`config.mk`:
```
export PLATFORM = sky130hd
export DESIGN_NAME = aes_round_seq
export DESIGN_NICKNAME = d
export VERILOG_FILES = /design/src/rtl/aes_seq_pkg.sv /design/src/rtl/aes_rcon_gen.sv /design/src/rtl/aes_round_seq.sv
export SDC_FILE = /design/constraint.sdc
export NUM_CORES = 1
export LEC_CHECK = 0
export CAP_MARGIN = 20
export CORE_MARGIN = 4
export CORE_UTILIZATION = 51
export CTS_BUF_LIST = sky130_fd_sc_hd__clkbuf_4 sky130_fd_sc_hd__clkbuf_8
export CTS_CLUSTER_SIZE = 30
export DETAILED_ROUTE_END_ITERATION = 6
export PLACE_DENSITY = 0.83
export SLEW_MARGIN = 20
export SYNTH_ARGS = -nofsm -noshare
export SYNTH_HDL_FRONTEND = slang
export SYNTH_HIERARCHICAL = 1
export SYNTH_SLANG_ARGS = --single-unit
```
`constraint.sdc`:
```
create_clock -name ClkxCI -period 3.2 [get_ports ClkxCI]
set_input_delay 0.64 -clock ClkxCI [delete_from_list [all_inputs] [get_ports ClkxCI]]
set_output_delay 0.64 -clock ClkxCI [all_outputs]
set_load 0.1 [all_outputs]
```
`src/rtl/aes_seq_pkg.sv`:
```
// Shared types and constants for the AES round-level sequencer.
package aes_seq_pkg;

  typedef enum logic [1:0] {
    StIdle = 2'd0,
    StLoad = 2'd1,
    StRun  = 2'd2,
    StDone = 2'd3
  } seqState_t;

  localparam int          NR_DEFAULT = 10;
  localparam logic [7:0]  RCON_INIT  = 8'h01;
  localparam logic [7:0]  RCON_POLY  = 8'h1B;

endpackage

```
`src/rtl/aes_rcon_gen.sv`:
```
// Round-constant register: loads the first Rcon and advances by xtime in GF(2^8).
module aes_rcon_gen
  import aes_seq_pkg::*;
(
  input  logic       ClkxCI,
  input  logic       RstxBI,
  input  logic       InitxSI,
  input  logic       AdvancexSI,
  output logic [7:0] RconxDO
);

  logic [7:0] RconxDP, RconxDN;

  function automatic logic [7:0] xtime(input logic [7:0] r);
    return {r[6:0], 1'b0} ^ (r[7] ? RCON_POLY : 8'h00);
  endfunction

  always_comb begin
    RconxDN = RconxDP;
    if (InitxSI) begin
      RconxDN = RCON_INIT;
    end else if (AdvancexSI) begin
      RconxDN = xtime(RconxDP);
    end
  end

  always_ff @(posedge ClkxCI or negedge RstxBI) begin
    if (!RstxBI) begin
      RconxDP <= RCON_INIT;
    end else begin
      RconxDP <= RconxDN;
    end
  end

  assign RconxDO = RconxDP;

endmodule

```
`src/rtl/aes_round_seq.sv`:
```
// Round-level sequencer: accepts a host request, starts the step controller,
// counts rounds on ShiftRows, drives Rcon/LastRound and hands back the result.
module aes_round_seq
  import aes_seq_pkg::*;
#(
  parameter int NR      = NR_DEFAULT,
  parameter int ROUND_W = 4
) (
  input  logic               ClkxCI,
  input  logic               RstxBI,
  input  logic               InValidxSI,
  output logic               InReadyxSO,
  output logic               LoadxSO,
  input  logic               StateIDLExSI,
  input  logic               StateSHIFTROWSxSI,
  output logic               StartxSO,
  output logic               LastRoundxSO,
  output logic [7:0]         RconxDO,
  output logic [ROUND_W-1:0] RoundxDO,
  output logic               OutValidxSO,
  input  logic               OutReadyxSI,
  output logic               ErrxSO
);

  localparam logic [ROUND_W-1:0] RoundLast = ROUND_W'(NR);
  localparam logic [ROUND_W-1:0] RoundOne  = ROUND_W'(1);

  seqState_t          StatexDP, StatexDN;
  logic [ROUND_W-1:0] RoundxDP, RoundxDN;
  logic               ErrxDP, ErrxDN;
  logic               RconInitxS, RconAdvxS;

  always_comb begin
    StatexDN     = StatexDP;
    RoundxDN     = RoundxDP;
    ErrxDN       = ErrxDP;
    InReadyxSO   = 1'b0;
    LoadxSO      = 1'b0;
    StartxSO     = 1'b0;
    LastRoundxSO = 1'b0;
    OutValidxSO  = 1'b0;
    RconInitxS   = 1'b0;
    RconAdvxS    = 1'b0;

    case (StatexDP)
      StIdle: begin
        InReadyxSO = 1'b1;
        if (InValidxSI) begin
          LoadxSO    = 1'b1;
          RconInitxS = 1'b1;
          RoundxDN   = RoundOne;
          ErrxDN     = 1'b0;
          StatexDN   = StLoad;
        end
      end

      StLoad: begin
        // Start only when the step controller can take it, so it is never lost.
        StartxSO = StateIDLExSI;
        if (StateIDLExSI) begin
          StatexDN = StRun;
        end
      end

      StRun: begin
        LastRoundxSO = (RoundxDP == RoundLast);
        if (StateIDLExSI) begin
          // Controller fell back to idle mid-encryption: abort without a result.
          ErrxDN   = 1'b1;
          RoundxDN = '0;
          StatexDN = StIdle;
        end else if (StateSHIFTROWSxSI) begin
          if (RoundxDP == RoundLast) begin
            StatexDN = StDone;
          end else begin
            RoundxDN  = RoundxDP + RoundOne;
            RconAdvxS = 1'b1;
          end
        end
      end

      StDone: begin
        OutValidxSO = 1'b1;
        if (OutReadyxSI) begin
          RoundxDN = '0;
          StatexDN = StIdle;
        end
      end

      default: begin
        RoundxDN = '0;
        StatexDN = StIdle;
      end
    endcase
  end

  always_ff @(posedge ClkxCI or negedge RstxBI) begin
    if (!RstxBI) begin
      StatexDP <= StIdle;
      RoundxDP <= '0;
      ErrxDP   <= 1'b0;
    end else begin
      StatexDP <= StatexDN;
      RoundxDP <= RoundxDN;
      ErrxDP   <= ErrxDN;
    end
  end

  aes_rcon_gen uRconGen (
    .ClkxCI     (ClkxCI),
    .RstxBI     (RstxBI),
    .InitxSI    (RconInitxS),
    .AdvancexSI (RconAdvxS),
    .RconxDO    (RconxDO)
  );

  assign RoundxDO = RoundxDP;
  assign ErrxSO   = ErrxDP;

endmodule
```
==> metrics.md <==
| Metric | Value |
|---|---|
| Status | `finished clean` |
| GRT Total Usage | `17.0%` |
| Sequential Area | `377 µm²` |
| DRT antenna net count | `0` |
| CORE AREA | `1580 µm²` |
| Yosys reg bits | `15` |
| CP Buf/Inv Count | `2` |
| Worst path max stage delay | `0.53 ns` |
| Die Wd | `49.8 µm` |
| Post-Syn Nets | `a little over 100` |
| Filler cell count | `130` |
| Starting DRT DRC Count | `8` |
| Slew HR | `54.7%` |
| Clock Tree Buf Depth | `2` |
| Fin nets | `between 100 and 150` |
| Routability congestion estimate | `0.762` |
| WL/cell | `approximately 15 µm` |
| Hold crit path type | `reg -> reg` |
| Worst path slowest cell | `clkdlybuf4s50_1` |
| IO Pins | `24` |
| Avg Vias per Cell | `roughly 5.6` |
| Commonest non-fill, non-tap cell in the layout | `buf_4` |
| Area Overhead vs Synth | `26.5%` |
| Worst-Margin Slew | `about 0.68 ns` |
| Final hold violations | `0` |
| Final wirelength | `approximately 1900 µm` |
| H-tree levels | `1` |
| DR DRC count | `0` |
| Syn Inst Count | `88` |
| DP HPWL | `between 1000 and 1500 µm` |
| Vias | `719` |
| Critical Path Stages | `3` |
| Final setup viols | `0` |
| Top FF cell, synth | `dfrtp_1` |
| R2R cell count | `7` |
| Global-route wire length before repair | `3200 µm` |
| Crit path time final | `2.45 ns` |
| Cts hold-fix bufs | `0` |
| Worst Setup End Kind | `output pin` |
| DR pass1 iterations | `3` |
| Rows | `14` |
| Final Cell Area | `1130 µm²` |
| Die area | `2480 µm²` |
| Largest net degree at the start of global routing | `16` |
| CTS root buffer | `clkbuf_4` |
| Max Slew Vio Count | `0` |
| EDFF count, synth | `0` |
| Syn Area/Cell | `a little over 10 µm²` |
| I/O Buffers | `23` |
| Clock skew | `0.00177 ns` |
| Share of layout cells above drive strength 1 | `between 20% and 30%` |
| Clock tree sinks | `15` |
| Synthesized cell area | `891 µm²` |
| Die height | `49.8 µm` |
| Crit path cell chain | `clkdlybuf4s50_1 > and2_1 > buf_12` |
| Max cap viols | `0` |
| Fin Setup TNS | `0 ns` |
| FFs w/ async S/R, synth | `100%` |
| WS Path Type | `in -> out` |
| Top delay family on crit path | `buffers and inverters` |
| Total number of yosys warnings | `6` |
| Post_cts resized | `0` |
| Fmax | `0.408 GHz` |
| Placed Area | `1100 µm²` |
| Commonest non-fill, non-tap cells in the layout | `buf_4, dfrtp_1, nor2_1, ha_1` |
| Multi-input logic area | `around 480 µm²` |
| Final period util | `between 70% and 80%` |
| Hold_ws | `0.535 ns` |
| WP data arrival | `1.81 ns` |
| Ant diodes | `0` |
| RSZ-0062 raised after global routing | `false` |
| Worst-path maximum fanout | `9` |
| Total gr overflow | `0` |
| Post-synth cell types | `35` |
| CTS tree | `done` |
| Startpoint types | `input pin` |
| Hold path depth | `1` |
| Clock latency at the later pin of the worst-skew pair | `0.28 ns` |
| CP Data Required Time | `2.56 ns` |
| Setup Buffers After CTS | `0` |
| Seq/Total Area, Yosys | `approximately 42%` |
| Initial Util | `56.5%` |
| Clock Pin Slew Worst Setup and Hold Paths | `0.09 ns` |
| Initial antenna violation count | `0` |
| TritonCTS Buffers | `3` |
| Number of global-route vias before repair | `approximately 700` |
worst paths after layout:
kind                                                         to                     from  slack, ns
max in group asynchronous       uRconGen/RconxDO[4]$_DFFE_PN0P_                   RstxBI       2.01
worst min register to register          RoundxDO[3]$_DFFE_PN0P_  RoundxDO[3]$_DFFE_PN0P_       0.53
worst max register to register  uRconGen/RconxDO[0]$_DFFE_PN1P_  StatexDP[0]$_DFFE_PN0P_       1.39
worst max-delay path                                    LoadxSO               InValidxSI       0.75
worst min-delay path                    RoundxDO[3]$_DFFE_PN0P_  RoundxDO[3]$_DFFE_PN0P_       0.53
min in group asynchronous               StatexDP[0]$_DFFE_PN0P_                   RstxBI       0.76
cell type report:
class	count	share of cell area (%)
Multi-Input combinational cell	64	42.2
Sequential cell	15	33.4
Timing Repair Buffer	24	18.2
Clock buffer	3	2.00
Inverter	6	2.00
Tap cell	16	1.78
Clock inverter	1	0.444
state kept, by name, summed over array words and instances, names as in the netlist:
name,flops
ErrxSO,1
RoundxDO,4
StatexDP,2
uRconGen/RconxDO,8
layer usage:
| metal | up-vias | routed length, µm | global-route usage [%] |
|---|---|---|---|
| met1 | 332 | 880 | 21.9 |
| met5 | - | 0 | 0 |
| met3 | 8 | 93 | 4.52 |
| met4 | 0 | 68 | 10.1 |
| li1 | 360 | - | - |
| met2 | 19 | 848 | 25.3 |
logic make-up (layout without fill, tap and decap cells):
group                    after synthesis  after routing  share of synthesized area (%)
AND/OR/NAND/NOR                       27             27                           17.0
adder cells (fa/ha/maj)                7              7                           9.83
AO/OA/AOI/OAI                         22             22                           18.0
flip-flops                            15             15                           42.3
buffers and inverters                  9             34                           4.35
XOR/XNOR                               3              3                           2.95
multiplexers                           5              5                           5.62
stage by stage:
step                util (%)  setup slack (ns)  instances
floorplan                  -             0.296         88
global placement        69.8             0.793        125
detailed placement      69.8             0.765        125
CTS                     71.5             0.765        129
global route            71.5             0.666        129
finish                  71.5             0.751        129
synthesized netlist by cell type (all sizes together), types with 2 or more instances:
master / n / area [µm²]
clkbuf: 2 / 8.75
inv: 6 / 22.5
dfrtp: 14 / 350
nor2: 10 / 37.5
o31ai: 2 / 15.0
o22a: 2 / 17.5
and2: 4 / 26.3
a21oi: 5 / 28.8
ha: 7 / 87.6
nand2: 2 / 7.51
a211oi: 3 / 22.5
nor2b: 4 / 25.0
xnor2: 3 / 26.3
mux2i: 5 / 50.1
o21ai: 4 / 20.0
worst register-to-register path: stages (launching register included):
cell and delay, ns:
dfrtp_1 0.44, inv_1 0.15, ha_1 0.32, nand2b_1 0.16, nor2_1 0.14, buf_4 0.20, nor2b_1 0.06, a211o_2 0.30
Power is left out: the tool's default activity adds up to more than one toggle a clock period on the data nets, which glitch-free logic cannot reach.
